===== src/rtl/riscv_pkg.sv =====
// Shared RV32I definitions: opcodes, instruction formats and the decoded bundle
// carried from decode to execute.
package riscv_pkg;

  localparam int XLEN = 32;

  localparam logic [6:0] OP_R      = 7'b0110011;
  localparam logic [6:0] OP_IMM    = 7'b0010011;
  localparam logic [6:0] OP_LOAD   = 7'b0000011;
  localparam logic [6:0] OP_JALR   = 7'b1100111;
  localparam logic [6:0] OP_SYSTEM = 7'b1110011;
  localparam logic [6:0] OP_STORE  = 7'b0100011;
  localparam logic [6:0] OP_BRANCH = 7'b1100011;
  localparam logic [6:0] OP_LUI    = 7'b0110111;
  localparam logic [6:0] OP_AUIPC  = 7'b0010111;
  localparam logic [6:0] OP_JAL    = 7'b1101111;

  typedef enum logic [2:0] {
    TYPE_R       = 3'd0,
    TYPE_I       = 3'd1,
    TYPE_S       = 3'd2,
    TYPE_B       = 3'd3,
    TYPE_U       = 3'd4,
    TYPE_J       = 3'd5,
    TYPE_ILLEGAL = 3'd6
  } instr_type_e;

  typedef struct packed {
    logic [6:0]      opcode;
    logic [4:0]      rd;
    logic [4:0]      rs1;
    logic [4:0]      rs2;
    logic [2:0]      funct3;
    logic [6:0]      funct7;
    logic [XLEN-1:0] imm;
    instr_type_e     instr_type;
  } decoded_instr_t;

  function automatic instr_type_e classify(input logic [6:0] opcode);
    case (opcode)
      OP_R:                                  return TYPE_R;
      OP_IMM, OP_LOAD, OP_JALR, OP_SYSTEM:   return TYPE_I;
      OP_STORE:                              return TYPE_S;
      OP_BRANCH:                             return TYPE_B;
      OP_LUI, OP_AUIPC:                      return TYPE_U;
      OP_JAL:                                return TYPE_J;
      default:                               return TYPE_ILLEGAL;
    endcase
  endfunction

endpackage


===== src/rtl/decode_ifs.sv =====
// Stage-to-stage interfaces around decode: fetch->decode, decode->execute and
// the register file read ports.
interface fetch_decode_if;
  import riscv_pkg::*;
  logic [XLEN-1:0] instruction;
  logic [XLEN-1:0] pc;
  logic            valid;
  logic            ready;
  modport fetch  (output instruction, output pc, output valid, input ready);
  modport decode (input instruction, input pc, input valid, output ready);
endinterface

interface decode_execute_if;
  import riscv_pkg::*;
  // valid/ready: a bundle transfers on a cycle where both are high; while valid
  // is high and ready is low the producer holds every field stable.
  logic            valid;
  logic            ready;
  decoded_instr_t  decoded_instr;
  logic [XLEN-1:0] pc;
  logic [XLEN-1:0] rs1_data;
  logic [XLEN-1:0] rs2_data;
  logic            illegal;
  modport decode  (output valid, input ready, output decoded_instr, output pc,
                   output rs1_data, output rs2_data, output illegal);
  modport execute (input valid, output ready, input decoded_instr, input pc,
                   input rs1_data, input rs2_data, input illegal);
endinterface

interface register_file_if;
  import riscv_pkg::*;
  logic [4:0]      rs1_addr;
  logic [4:0]      rs2_addr;
  logic [XLEN-1:0] data_out_rs1;
  logic [XLEN-1:0] data_out_rs2;
  modport decode  (output rs1_addr, output rs2_addr, input data_out_rs1, input data_out_rs2);
  modport regfile (input rs1_addr, input rs2_addr, output data_out_rs1, output data_out_rs2);
endinterface


===== src/rtl/decode_imm_gen.sv =====
// Combinational immediate generator: picks and sign-extends the immediate field
// for the given instruction format; R and ILLEGAL yield zero.
module imm_gen
  import riscv_pkg::*;
(
  input  logic [31:0] i_instr,
  input  instr_type_e i_type,
  output logic [31:0] o_imm
);

  logic w_unused_opcode;
  assign w_unused_opcode = ^i_instr[6:0];

  always_comb begin
    o_imm = '0;
    case (i_type)
      TYPE_I:  o_imm = {{20{i_instr[31]}}, i_instr[31:20]};
      TYPE_S:  o_imm = {{20{i_instr[31]}}, i_instr[31:25], i_instr[11:7]};
      TYPE_B:  o_imm = {{19{i_instr[31]}}, i_instr[31], i_instr[7], i_instr[30:25],
                        i_instr[11:8], 1'b0};
      TYPE_U:  o_imm = {i_instr[31:12], 12'b0};
      TYPE_J:  o_imm = {{11{i_instr[31]}}, i_instr[31], i_instr[19:12], i_instr[20],
                        i_instr[30:21], 1'b0};
      default: o_imm = '0;
    endcase
  end

endmodule


===== src/rtl/decode.sv =====
// RV32I decode stage: splits the fetched word into fields, builds the immediate and
// registers operands for execute. DECODE_ILLEGAL_CHECK_EN enables the illegal flag.
module decode #(
  parameter int XLEN = 32
) (
  input logic               clk,
  input logic               rst,
  fetch_decode_if.decode    fd_if,
  register_file_if.decode   rf_if,
  decode_execute_if.decode  de_if
);
  import riscv_pkg::*;

  logic            w_load;
  logic [31:0]     w_instr;
  instr_type_e     w_raw_type;
  instr_type_e     w_type;
  logic            w_illegal;
  logic [31:0]     w_imm;
  decoded_instr_t  w_decoded;

  logic            r_valid;
  decoded_instr_t  r_decoded;
  logic [XLEN-1:0] r_pc;
  logic [XLEN-1:0] r_rs1_data;
  logic [XLEN-1:0] r_rs2_data;
  logic            r_illegal;

  assign w_instr     = fd_if.instruction;
  assign fd_if.ready = !rst && (de_if.ready || !r_valid);
  assign w_load      = fd_if.valid && fd_if.ready;

  assign rf_if.rs1_addr = w_instr[19:15];
  assign rf_if.rs2_addr = w_instr[24:20];

  assign w_raw_type = classify(w_instr[6:0]);

`ifdef DECODE_ILLEGAL_CHECK_EN
  assign w_type    = w_raw_type;
  assign w_illegal = (w_raw_type == TYPE_ILLEGAL);
`else
  // Unknown opcodes masquerade as R-type so execute sees a harmless zero immediate.
  assign w_type    = (w_raw_type == TYPE_ILLEGAL) ? TYPE_R : w_raw_type;
  assign w_illegal = 1'b0;
`endif

  imm_gen u_imm_gen (
    .i_instr (w_instr),
    .i_type  (w_type),
    .o_imm   (w_imm)
  );

  always_comb begin
    w_decoded            = '0;
    w_decoded.opcode     = w_instr[6:0];
    w_decoded.rd         = w_instr[11:7];
    w_decoded.funct3     = w_instr[14:12];
    w_decoded.rs1        = w_instr[19:15];
    w_decoded.rs2        = w_instr[24:20];
    w_decoded.funct7     = w_instr[31:25];
    w_decoded.imm        = w_imm;
    w_decoded.instr_type = w_type;
  end

  always_ff @(posedge clk) begin
    if (rst) begin
      r_valid    <= 1'b0;
      r_decoded  <= '0;
      r_pc       <= '0;
      r_rs1_data <= '0;
      r_rs2_data <= '0;
      r_illegal  <= 1'b0;
    end else if (w_load) begin
      r_valid    <= 1'b1;
      r_decoded  <= w_decoded;
      r_pc       <= fd_if.pc;
      r_rs1_data <= rf_if.data_out_rs1;
      r_rs2_data <= rf_if.data_out_rs2;
      r_illegal  <= w_illegal;
    end else if (de_if.ready) begin
      r_valid <= 1'b0;
    end
  end

  assign de_if.valid         = r_valid;
  assign de_if.decoded_instr = r_decoded;
  assign de_if.pc            = r_pc;
  assign de_if.rs1_data      = r_rs1_data;
  assign de_if.rs2_data      = r_rs2_data;
  assign de_if.illegal       = r_illegal;

endmodule


===== src/flat_wrapper.sv =====
// flat-port wrapper written by rule: the top's interface ports become plain ports
module decode_flat import riscv_pkg::*;
#(
  parameter int XLEN = 32
)
  (clk, rst, fd_if_instruction, fd_if_pc, fd_if_valid, fd_if_ready, rf_if_rs1_addr, rf_if_rs2_addr, rf_if_data_out_rs1, rf_if_data_out_rs2, de_if_valid, de_if_ready, de_if_decoded_instr, de_if_pc, de_if_rs1_data, de_if_rs2_data, de_if_illegal);
  fetch_decode_if fd_if_i ();
  register_file_if rf_if_i ();
  decode_execute_if de_if_i ();
  input logic clk;
  input logic rst;
  input wire logic [$bits(fd_if_i.instruction)-1:0] fd_if_instruction;
  input wire logic [$bits(fd_if_i.pc)-1:0] fd_if_pc;
  input wire logic [$bits(fd_if_i.valid)-1:0] fd_if_valid;
  output wire logic [$bits(fd_if_i.ready)-1:0] fd_if_ready;
  output wire logic [$bits(rf_if_i.rs1_addr)-1:0] rf_if_rs1_addr;
  output wire logic [$bits(rf_if_i.rs2_addr)-1:0] rf_if_rs2_addr;
  input wire logic [$bits(rf_if_i.data_out_rs1)-1:0] rf_if_data_out_rs1;
  input wire logic [$bits(rf_if_i.data_out_rs2)-1:0] rf_if_data_out_rs2;
  output wire logic [$bits(de_if_i.valid)-1:0] de_if_valid;
  input wire logic [$bits(de_if_i.ready)-1:0] de_if_ready;
  output wire logic [$bits(de_if_i.decoded_instr)-1:0] de_if_decoded_instr;
  output wire logic [$bits(de_if_i.pc)-1:0] de_if_pc;
  output wire logic [$bits(de_if_i.rs1_data)-1:0] de_if_rs1_data;
  output wire logic [$bits(de_if_i.rs2_data)-1:0] de_if_rs2_data;
  output wire logic [$bits(de_if_i.illegal)-1:0] de_if_illegal;
  assign fd_if_i.instruction = fd_if_instruction;
  assign fd_if_i.pc = fd_if_pc;
  assign fd_if_i.valid = fd_if_valid;
  assign fd_if_ready = fd_if_i.ready;
  assign rf_if_rs1_addr = rf_if_i.rs1_addr;
  assign rf_if_rs2_addr = rf_if_i.rs2_addr;
  assign rf_if_i.data_out_rs1 = rf_if_data_out_rs1;
  assign rf_if_i.data_out_rs2 = rf_if_data_out_rs2;
  assign de_if_valid = de_if_i.valid;
  assign de_if_i.ready = de_if_ready;
  assign de_if_decoded_instr = de_if_i.decoded_instr;
  assign de_if_pc = de_if_i.pc;
  assign de_if_rs1_data = de_if_i.rs1_data;
  assign de_if_rs2_data = de_if_i.rs2_data;
  assign de_if_illegal = de_if_i.illegal;
  decode #(.XLEN(XLEN)) u_core (.clk(clk), .rst(rst), .fd_if(fd_if_i), .rf_if(rf_if_i), .de_if(de_if_i));
endmodule

===== config.mk =====
export PLATFORM = sky130hd
export DESIGN_NAME = decode_flat
export DESIGN_NICKNAME = d
export VERILOG_FILES = /design/src/rtl/riscv_pkg.sv /design/src/rtl/decode_ifs.sv /design/src/rtl/decode_imm_gen.sv /design/src/rtl/decode.sv /design/src/flat_wrapper.sv
export SDC_FILE = /design/constraint.sdc
export NUM_CORES = 1
export LEC_CHECK = 0
export ABC_AREA = 1
export CELL_PAD_IN_SITES_DETAIL_PLACEMENT = 1
export CELL_PAD_IN_SITES_GLOBAL_PLACEMENT = 1
export CORE_MARGIN = 2
export CORE_UTILIZATION = 28
export DETAILED_ROUTE_END_ITERATION = 7
export GPL_ROUTABILITY_DRIVEN = 0
export HOLD_SLACK_MARGIN = 0.08
export PLACE_DENSITY = 0.84
export RECOVER_POWER = 100
export SYNTH_ARGS = -nofsm -noshare
export SYNTH_HDL_FRONTEND = slang
export SYNTH_SLANG_ARGS = --single-unit

===== constraint.sdc =====
create_clock -name clk -period 2.5 [get_ports clk]
set_input_delay 0.5 -clock clk [delete_from_list [all_inputs] [get_ports clk]]
set_output_delay 0.5 -clock clk [all_outputs]
set_load 0.005 [all_outputs]

Word-level counts from Yosys, hierarchy flattened

Index checks and enable logic that the tools add are counted.

Flip-flop bits (word level): 164
Output and inout port bits: 176

Equal/unequal tests: 16
Mux-type cells: 5
Reductions and logical operators: 8

Operator list:

| kind                                                | number |
|---|---|
| one-hot mux 32 bit (5 select lines)                 | 1 |
| equality test 7 bit, second input constant          | 4 |
| equality test 7 x 6 -> 1 bit, second input constant | 3 |
| one-hot mux 3 bit (6 select lines)                  | 1 |
| equality test 7 x 5 -> 1 bit, second input constant | 2 |
| equality test 3 bit, second input constant          | 3 |
| equality test 7 x 2 -> 1 bit, second input constant | 1 |
| equality test 3 x 2 -> 1 bit, second input constant | 2 |
| OR reduction 4 bit                                  | 1 |
| equality test 3 x 1 -> 1 bit, second input constant | 1 |
| two-way mux 3 bit                                   | 1 |
| logical AND 1 bit                                   | 2 |
| logical NOT 1 bit                                   | 2 |
| two-way mux 1 bit                                   | 2 |
| nonzero test 2 bit                                  | 1 |
| OR reduction 2 bit                                  | 1 |
| logical OR 1 bit                                    | 1 |

Logic depth before layout (Yosys ltp)

Gate-level depths: netlist (run 1).

Depth in word-level cells: 7
Mapped depth: 17
Depth with buffers taken out: 17

By module

Synthesis (run 1) repeated with hierarchy kept, for this count alone.

Cell total of the unflattened synthesis: 843
Area, all modules: 6306.0 sq um

Modules (own cells, without submodules):

| module  | instances | cells each | area an instance (sq um) | seq. area each (sq um) |
|---|---|---|---|---|
| decode  | 1         | 751        | 5853.1                   | 3283.1 |
| imm_gen | 1         | 92         | 452.9                    | 0.0 |

Worst setup path before layout (run 1)

No wires, ideal clock.

Path type: input to register
From: in fd_if_instruction[4]
To: reg u_core.r_decoded, in the netlist u_core.de_if.decoded_instr[15]
Setup time: 0.142 ns
Data arrival time: 1.987 ns
Data required time: 2.358 ns
Path slack: 0.371 ns
Cell stages on the path: 11
Path buffers: 1
Cell sequence: inv_1 > nand2_2 > nor3_2 > inv_2 > ha_1 > or2_1 > nand2_1 > inv_2 > buf_2 > nand2_1 > a21oi_2

Word-level cells in the longest chain between the ends: 7
Elaborated cells between the ends (all ways): 21

Ends and longest elaborated chain:

| element                                                         | line                 | text |
|---|---|---|
| from (decl)                                                     | flat_wrapper.sv:12   | `input wire logic [$bits(fd_if_i.instruction)-1:0] fd_if_instruction;` |
| equality test 7 x 5 -> 1 bit (tied with other cells)            | riscv_pkg.sv:40      | `case (opcode)` |
| OR reduction 4 bit / OR reduction 2 bit (equally long branches) | riscv_pkg.sv:40      |  |
| one-hot mux 3 bit (6 select lines) (*)                          | riscv_pkg.sv:40      |  |
| equality test 3 bit                                             | decode.sv:43         | `assign w_type = (w_raw_type == TYPE_ILLEGAL) ? TYPE_R : w_raw_type;` |
| two-way mux 3 bit (*)                                           | decode.sv:43         |  |
| equality test 3 bit (tied with other cells)                     | decode_imm_gen.sv:16 | `case (i_type)` |
| one-hot mux 32 bit (5 select lines) (*)                         | decode_imm_gen.sv:16 |  |
| to (signal assigned)                                            | decode.sv:75         | `r_decoded <= w_decoded;` |
| to (decl)                                                       | decode.sv:23         | `decoded_instr_t r_decoded;` |

Every way passes the cells marked *; elsewhere a longest branch is shown, timed or not.
A chain may end at the register's enable or synchronous reset.

Final worst setup path (run 1)

From: in fd_if_instruction[1]
To: reg u_core.r_decoded, in the netlist u_core.de_if.decoded_instr[7]

The elaborated chain is that of the path after synthesis.

==> impl_metrics.tcl, run 1 <==
set metrics [dict create \
    final_cell_mix "nand2_1 (337), dlygate4sd3_1 (175), dfxtp_1 (164)" \
    port_buffers 306 \
    io_pins 308 \
    r2r-start "u_core.de_if.valid" \
    clk_latency_ns 0.42 \
    root_buffer "clkbuf_16" \
    period_needed_ns 2.34 \
    p_leak_nw 4.90 \
    cts_setup_buffers 0 \
    vias 6571 \
    clock-skew-final_ns 0.00656 \
    period_share_pct 93.4 \
    grt_max_degree 172 \
    max_slew.worst_pin.slew_ns 1.28 \
    cts.sinks 164 \
    detail_route.wl_per_cell_um 16.7 \
    netlist_area_sq_um 6470 \
    slew_headroom_pct 14.5 \
    ys_types 32 \
    antenna_found_initial 0 \
    ir_drop_mv 0.310 \
    yosys_register_bits 164 \
    coreArea_sq_um 22600 \
    syn-num-nets 969 \
    grt_pass1_wl_um 36600 \
    worstPathMaxFanout 5 \
    die_x_um 156 \
    dieArea_sq_um 24300 \
    yosys-top-cells-area "dfxtp_1 (51%), nand2_1 (20%), nand3_1 (11%), a21oi_2 (2.6%), buf_2 (1.8%)" \
    firstDrtPassIters 4 \
    hold_viol 0 \
    syn2layout_area_growth_pct 60.8 \
    slowest_stage "clkdlybuf4s50_1" \
    cp-end-kind "flop" \
    rsz0062_at_grt "true" \
    htreeDepth 4 \
    viasPerCell 4.63 \
    cp_common_cell "nand2_1" \
    synth_top_cell_by_area "dfxtp_1" \
    layout.nets 1254 \
    powerDensity_nw_per_um2 616 \
    clockBufferDepth 2 \
    clk_pin_slew_ns 0.07 \
    hp-class "reg2reg" \
    critPathMaxStageDelay_ns 0.51 \
    dpl.hpwl_um 16900 \
    seq_area_frac_synth_pct 50.8 \
    slew_viol_final 0 \
    crit_start "fd_if_instruction[1]" \
    grt-ovfl-total 0 \
    post-route-util_pct 45.9 \
    cts_hold_buf 0 \
    grt_pass1_vias 6776 \
    syn_inst 836 \
    num-fill-cells 2679 \
    cp-start-kind "input pin" \
    avgSynthCellArea_sq_um 7.74 \
    max-cap-violations 0 \
    start_util_pct 28.6 \
    netlist.area_leader.share_pct 50.8 \
    drive_gt1_share_pct 11.0 \
    globalRouteTotalUtil_pct 19.2 \
    rows 55 \
    cts_buffers 17 \
    chipHeight_um 156 \
    status "finished clean" \
    power_w 0.00640 \
    setup_viol_count_final 0 \
    drcViolationCount 0 \
    fmaxAchievable_mhz 428 \
    final_antenna_net_count 0 \
    layout_commonest_cell "nand2_1" \
    cts_tree "built" \
    path_class "in2reg" \
    wl_um 23700 \
    yosysWarnings 0 \
    diodes 0 \
    drt_iter0_markers 305 \
    cp_data_required_time_ns 2.87 \
    hp-start "u_core.de_if.pc[24]" \
    cp_cell_sequence "clkdlybuf4s50_1 > nand2_2 > nor2_1 > nand2_1 > nand2_1 > inv_2 > ha_1 > nand2_1 > inv_2 > nand2_8 > nand2_4 > nor2_1 > nand2_1 > o211ai_1 > nand2_1 > inv_1" \
    cts.repair.resized 0 \
    critical_path_arrival_ns 2.70 \
]
==> per-stage QoR <==
stage / area (sq um) / worst slack, ns / hold slack (ns) / setup TNS [ns] / std cells
after CTS: 10400 / 0.119 / 0.466 / 0 / 1419
after floorplan: 6470 / 0.371 / 0.459 / 0 / 836
after global routing: 10400 / -0.0109 / 0.478 / -0.0145 / 1419
after global placement: 9810 / -0.157 / 0.452 / -3.90 / 1387
after detailed placement: 9810 / -0.300 / 0.457 / -7.80 / 1387
final: 10400 / 0.164 / 0.461 / 0 / 1419
==> worst paths after layout <==
| check | to | slack, ns | cells past startpoint |
|---|---|---|---|
| min | u_core.de_if.pc[24] | 0.46 | 2 |
| max reg2reg | u_core.de_if.decoded_instr[16] | 0.43 | 5 |
| min reg2reg | u_core.de_if.pc[24] | 0.46 | 2 |
| max | u_core.de_if.decoded_instr[7] | 0.16 | 16 |
==> state kept, by name, summed over array words and instances, names as in the netlist <==
name                        cells
u_core.de_if.rs1_data          32
u_core.de_if.rs2_data          32
u_core.de_if.decoded_instr     67
u_core.de_if.valid              1
u_core.de_if.pc                32
==> cells in the mapped netlist <==
cell type / number
nand2_1: 339
dfxtp_1: 164
nand3_1: 138
buf_2: 23
a21oi_1: 22
clkbuf_1: 20
a21oi_2: 19
nand2_2: 14
inv_1: 13
buf_4: 12
nor2_1: 11
nand3_2: 10
buf_1: 8
inv_2: 8
o21ai_0: 8
nand2_4: 4
o211ai_1: 4
buf_12: 2
buf_6: 2
nand4_1: 2
nor2_4: 2
a21boi_2: 1
conb_1: 1
ha_1: 1
inv_4: 1
nand2_8: 1
nor2_2: 1
nor2_8: 1
nor3_2: 1
o211ai_2: 1
o21ai_1: 1
or2_1: 1
==> layout make-up <==
| type | instances | area (sq um) | area share, % |
|---|---|---|---|
| clock buffers | 18 | 429 | 4.13 |
| clock inverters | 14 | 169 | 1.62 |
| inverters | 22 | 90.1 | 0.866 |
| multi-input cells | 583 | 2730 | 26.3 |
| flip-flops and latches | 164 | 3280 | 31.6 |
| well taps | 285 | 357 | 3.43 |
| repair buffers | 333 | 3340 | 32.1 |
==> logic make-up (layout without fill, tap and decap cells) <==
group           after synthesis  count (layout)  synth area share [%]
buf+inv                      89             387                  7.08
fa+ha+maj                     1               1                 0.193
flops                       164             164                  50.8
simple gates                525             525                  36.1
compound gates               56              56                  5.80
other cells                   1               1                0.0580
==> critical path: cells and delay by family <==
kind                     cells  cell delay (ns)
adder cells (fa/ha/maj)      1             0.18
AND/OR/NAND/NOR             10             1.22
AO/OA/AOI/OAI                1             0.11
buffers and inverters        4             0.68
==> layer usage <==
| metal | vias to the layer above | share of wire [%] | GRT usage, % | routed length [um] |
|---|---|---|---|---|
| met5 | - | 0 | 0 | 0 |
| met4 | 0 | 2.2 | 5.99 | 520 |
| met3 | 33 | 7.3 | 6.36 | 1740 |
| met2 | 207 | 49 | 34.1 | 11600 |
| met1 | 3100 | 41 | 21.9 | 9830 |
| li1 | 3231 | - | - | - |
==> power breakdown <==
part / internal [W] / leakage [nW] / total [W] / switching [W]
combinational: 0.000482 / 3.27 / 0.000873 / 0.000391
sequential: 0.00276 / 1.35 / 0.00283 / 0.0000704
clock: 0.00151 / 0.281 / 0.00270 / 0.00119
total: 0.00475 / 4.90 / 0.00640 / 0.00165
Power figures use the tool's default switching activity.
==> run 2: changes to the inputs <==
--- a/config.mk
+++ b/config.mk
@@ -14,7 +14,7 @@
 export GPL_ROUTABILITY_DRIVEN = 0
 export HOLD_SLACK_MARGIN = 0.08
 export PLACE_DENSITY = 0.84
-export RECOVER_POWER = 100
+export RECOVER_POWER = 50
 export SYNTH_ARGS = -nofsm -noshare
 export SYNTH_HDL_FRONTEND = slang
 export SYNTH_SLANG_ARGS = --single-unit
==> run 2 against run 1 <==
- cell count is the same
- maximum frequency increased by 0.46%
- sequential share of layout area did not move
- highest routed layer unchanged
- sequential cell count unchanged
- non-clock buffer count stayed put
- register-to-register slack barely moved
- largest power group unchanged
- worst hold slack hardly changed
- clock skew hardly changed
- clock power about the same
- critical path type unchanged
==> impl_metrics.tcl, run 2 (same netlist as run 1, synthesis figures left out) <==
set metrics [dict create \
    status "finished clean" \
    timing.final.ws_setup_ns 0.175 \
    regToRegSetupSlack_ns 0.42 \
    maxUsedRoutingLayer "met4" \
    critical_path_arrival_ns 2.69 \
    post-route-util_pct 45.9 \
    slowest_stage "clkdlybuf4s50_1" \
    rsz0062_at_grt "true" \
    slew_viol_final 0 \
    layout.nets 1254 \
    drcViolationCount 0 \
    ir_drop_mv 0.310 \
    io_pins 308 \
    rows 55 \
    drive_gt1_share_pct 11.0 \
    period_share_pct 93.0 \
    clk_pin_slew_ns 0.07 \
    cts_setup_buffers 0 \
    globalRouteTotalUtil_pct 19.2 \
    grt_pass1_wl_um 36600 \
    cp_common_cell "nand2_1" \
    largest_reg_flops 67 \
    wl_um 23700 \
    worstPathMaxFanout 5 \
    critPathMaxStageDelay_ns 0.51 \
    max_slew.worst_pin.slew_ns 1.28 \
    powerDensity_nw_per_um2 620 \
    critPathBufInv 4 \
    cp_cell_sequence "clkdlybuf4s50_1 > nand2_2 > nor2_1 > nand2_1 > nand2_1 > inv_2 > ha_1 > nand2_1 > inv_2 > nand2_8 > nand2_4 > nor2_1 > nand2_1 > o211ai_1 > nand2_1 > inv_1" \
    wl_met1_um 9870 \
    start_util_pct 28.6 \
    dieArea_sq_um 24300 \
    coreArea_sq_um 22600 \
    setup_viol_count_final 0 \
    viasPerCell 4.64 \
    num-fill-cells 2679 \
    fmaxAchievable_mhz 430 \
    drt_iter0_markers 290 \
    cts.sinks 164 \
    syn2layout_area_growth_pct 60.8 \
    grt_max_degree 172 \
    detail_route.wl_per_cell_um 16.7 \
    cts_buffers 17 \
    cts_tree "built" \
    cp-start-kind "input pin" \
    path_delay_family "simple AND/OR/NAND/NOR gates" \
    slew_headroom_pct 14.5 \
    die_x_um 156 \
    period_needed_ns 2.33 \
    wl_met2_um 11600 \
    firstDrtPassIters 4 \
    root_buffer "clkbuf_16" \
    path_class "in2reg" \
    place_ws_ns -0.300 \
    clk_latency_ns 0.42 \
    clockBufferDepth 2 \
    cts.repair.resized 0 \
    fin_area_sq_um 10400 \
    dpl.hpwl_um 16900 \
    diodes 0 \
    register_area_sq_um 3280 \
    max-cap-violations 0 \
    port_buffers 306 \
    fin_hold_ws_ns 0.462 \
    grt_pass1_vias 6776 \
    route.met3.wl_um 1710 \
    multiInputGateArea_sq_um 2730 \
    final_cell_mix "nand2_1 (337), clkdlybuf4s50_1 (261), dfxtp_1 (164)" \
    cp_data_required_time_ns 2.87 \
    p_leak_nw 4.56 \
    hold_viol 0 \
    htreeDepth 4 \
    clock-skew-final_ns 0.00655 \
    cts_hold_buf 0 \
    vias 6586 \
    grt-ovfl-total 0 \
    layout_commonest_cell "nand2_1" \
    hp-class "reg2reg" \
    placed_area_sq_um 9810 \
    cp-end-kind "flop" \
    chipHeight_um 156 \
    antenna_found_initial 0 \
    final_antenna_net_count 0 \
]
==> run 2: layout make-up <==
cell class | count | area share, %
Clock inverter | 14 | 1.62
Timing Repair Buffer | 333 | 32.1
Inverter | 22 | 0.866
Tap cell | 285 | 3.43
Sequential cell | 164 | 31.6
Clock buffer | 18 | 4.13
Multi-Input combinational cell | 583 | 26.3
==> run 2: metal layers <==
metal / global-route usage, % / up-vias
li1: - / 3230
met1: 21.9 / 3117
met2: 34.1 / 205
met3: 6.36 / 34
met4: 5.99 / 0
met5: 0 / -
==> run 2: metrics by stage <==
stage               total power, W  instances  TNS [ns]
detailed placement         0.00384       1387     -7.80
global placement           0.00382       1387     -3.90
CTS                        0.00658       1419         0
finish                     0.00645       1419         0
floorplan                  0.00319        836         0
global route               0.00674       1419   -0.0145
==> run 2: path summary, 6_finish.rpt <==
path	from	to	cells after the start
setup / recovery	fd_if_instruction[1]	u_core.de_if.decoded_instr[7]	16
hold / removal	u_core.de_if.rs2_data[4]	u_core.de_if.rs2_data[4]	2
setup reg to reg	u_core.de_if.valid	u_core.de_if.decoded_instr[4]	7
hold reg to reg	u_core.de_if.rs2_data[4]	u_core.de_if.rs2_data[4]	2
==> run 2: worst register-to-register path, delay by kind of cell, from the launching register on <==
| kind | cells | cell delay, ns |
|---|---|---|
| flip-flops | 1 | 0.37 |
| AO/OA/AOI/OAI | 2 | 0.23 |
| AND/OR/NAND/NOR | 3 | 0.45 |
| buffers and inverters | 2 | 0.98 |
==> run 2: report_power, final <==
| part | leakage (nW) | switching [W] | internal, W |
|---|---|---|---|
| logic | 2.93 | 0.000392 | 0.000522 |
| registers | 1.35 | 0.0000750 | 0.00276 |
| clock network | 0.281 | 0.00119 | 0.00151 |
==> run 3: changes to the inputs <==
--- a/config.mk
+++ b/config.mk
@@ -14,7 +14,8 @@
 export GPL_ROUTABILITY_DRIVEN = 0
 export HOLD_SLACK_MARGIN = 0.08
 export PLACE_DENSITY = 0.84
-export RECOVER_POWER = 50
+export RECOVER_POWER = 25
+export SLEW_MARGIN = 30
 export SYNTH_ARGS = -nofsm -noshare
 export SYNTH_HDL_FRONTEND = slang
 export SYNTH_SLANG_ARGS = --single-unit
==> run 3 against run 2 <==
- design area did not move
- core utilization unchanged
- via count hardly changed
- routed wire length is essentially flat
- first-iteration DRC count shrank 4.1%
- non-clock buffer count unchanged
- largest power group unchanged
- combinational power is 2% higher
- critical path depth unchanged
- sequential power about the same
- sequential cell count did not move
- setup slack got worse by 0.0050 ns
==> impl_metrics.tcl, run 3 (same netlist as run 1, synthesis figures left out) <==
set metrics [dict create \
    tns_ns 0 \
    p_leak_nw 4.45 \
    syn2layout_area_growth_pct 60.8 \
    clk_latency_ns 0.42 \
    ff2ff_path_depth 7 \
    r2r-start "u_core.de_if.valid" \
    critPathBufInv 4 \
    largest_reg_flops 67 \
    whs_path_depth 2 \
    dieArea_sq_um 24300 \
    period_needed_ns 2.33 \
    cp_data_required_time_ns 2.87 \
    layout.nets 1254 \
    antenna_found_initial 0 \
    path_class "in2reg" \
    post-route-util_pct 45.9 \
    grt-ovfl-total 0 \
    drive_gt1_share_pct 11.0 \
    hp-class "reg2reg" \
    io_pins 308 \
    slew_viol_final 0 \
    max-cap-violations 0 \
    cts_buffers 17 \
    critPathMaxStageDelay_ns 0.51 \
    fmaxAchievable_mhz 429 \
    final_cell_mix "nand2_1 (337), clkdlybuf4s50_1 (305), dfxtp_1 (164)" \
    multiInputGateArea_sq_um 2730 \
    worstPathMaxFanout 5 \
    cp_cell_sequence "clkdlybuf4s50_1 > nand2_2 > nor2_1 > nand2_1 > nand2_1 > inv_2 > ha_1 > nand2_1 > inv_2 > nand2_8 > nand2_4 > nor2_1 > nand2_1 > o211ai_1 > nand2_1 > inv_1" \
    grt_max_degree 172 \
    cts.repair.resized 0 \
    rows 55 \
    hp-start "u_core.de_if.decoded_instr[60]" \
    viasPerCell 4.64 \
    power_w 0.00647 \
    register_area_sq_um 3280 \
    cts_tree "built" \
    grt_pass1_vias 6776 \
    holdPathEnd "u_core.de_if.decoded_instr[60]" \
    port_buffers 306 \
    chipHeight_um 156 \
    clk_pin_slew_ns 0.07 \
    die_x_um 156 \
    coreArea_sq_um 22600 \
    rsz0062_at_grt "true" \
    path_delay_family "simple AND/OR/NAND/NOR gates" \
    drcViolationCount 0 \
    cts_hold_buf 0 \
    detail_route.wl_per_cell_um 16.7 \
    htreeDepth 4 \
    cp-start-kind "input pin" \
    diodes 0 \
    slowest_stage "clkdlybuf4s50_1" \
    slew_headroom_pct 15.0 \
    num-fill-cells 2679 \
    vias 6581 \
    powerDensity_nw_per_um2 622 \
    regToRegSetupSlack_ns 0.42 \
    cp_common_cell "nand2_1" \
    critical_path_arrival_ns 2.70 \
    setup_viol_count_final 0 \
    start_util_pct 28.6 \
    wl_um 23700 \
    period_share_pct 93.2 \
    max_slew.worst_pin.slew_ns 1.27 \
    dpl.hpwl_um 16900 \
    root_buffer "clkbuf_16" \
    clockBufferDepth 2 \
    cts.sinks 164 \
    status "finished clean" \
    cp-end-kind "flop" \
    ir_drop_mv 0.309 \
    grt_pass1_wl_um 36600 \
    drt_iter0_markers 278 \
    globalRouteTotalUtil_pct 19.2 \
    hold_viol 0 \
    layout_commonest_cell "nand2_1" \
    final_antenna_net_count 0 \
    clock-skew-final_ns 0.00630 \
    firstDrtPassIters 4 \
    rr_endpoint "u_core.de_if.decoded_instr[4]" \
    cts_setup_buffers 0 \
]
==> run 3: changes by cell type in the layout (fill, tap and decap cells not counted) <==
cell             before  now
clkdlybuf4s50_1     261  305
dlygate4sd3_1        44    0
==> run 3: how the worst max path moves through the flow <==
stage,cells past startpoint,startpoint,slack (ns),end
after floorplan,11,fd_if_instruction[4],0.37,u_core.de_if.decoded_instr[15]
after global placement,16,fd_if_instruction[1],-0.16,u_core.de_if.decoded_instr[29]
after detailed placement,16,fd_if_instruction[1],-0.30,u_core.de_if.decoded_instr[27]
after CTS,16,fd_if_instruction[1],0.12,u_core.de_if.decoded_instr[27]
after global routing,16,fd_if_instruction[1],-0.01,u_core.de_if.decoded_instr[7]
final,16,fd_if_instruction[1],0.17,u_core.de_if.decoded_instr[7]
==> run 3: cell type report <==
type / count / area share [%]
Clock buffer: 18 / 4.13
Inverter: 22 / 0.866
Clock inverter: 14 / 1.62
Tap cell: 285 / 3.43
Timing Repair Buffer: 333 / 32.1
Multi-Input combinational cell: 583 / 26.3
Sequential cell: 164 / 31.6
==> run 3: per-stage QoR <==
step	instances	hold WS [ns]	setup slack (ns)	cell area, sq um
floorplan	836	0.459	0.371	6470
global placement	1387	0.452	-0.157	9810
detailed placement	1387	0.457	-0.300	9810
CTS	1419	0.466	0.119	10400
global route	1419	0.481	-0.0109	10400
finish	1419	0.464	0.170	10400
==> run 3: power breakdown <==
| part | internal (W) | switching [W] |
|---|---|---|
| logic | 0.000540 | 0.000392 |
| registers | 0.00276 | 0.0000772 |
| clock network | 0.00151 | 0.00119 |
| total | 0.00481 | 0.00166 |
==> run 3: worst reg2reg max path, stage by stage (launching register included) <==
cell and delay (ns):
dfxtp_1 0.37, a21oi_2 0.08, nand2_1 0.14, buf_6 0.93, nand2_1 0.23, o211ai_1 0.15, nand2_1 0.07, inv_1 0.06
==> run 3: per-layer routing <==
layer  routed length (um)  vias up  part of all wire, %  global-route usage, %
li1                     -     3233                    -                      -
met1                 9800     3108                   41                   21.9
met2                11700      208                   49                   34.1
met3                 1770       32                  7.5                   6.36
met4                  492        0                  2.1                   5.99
met5                    0        -                    0                      0
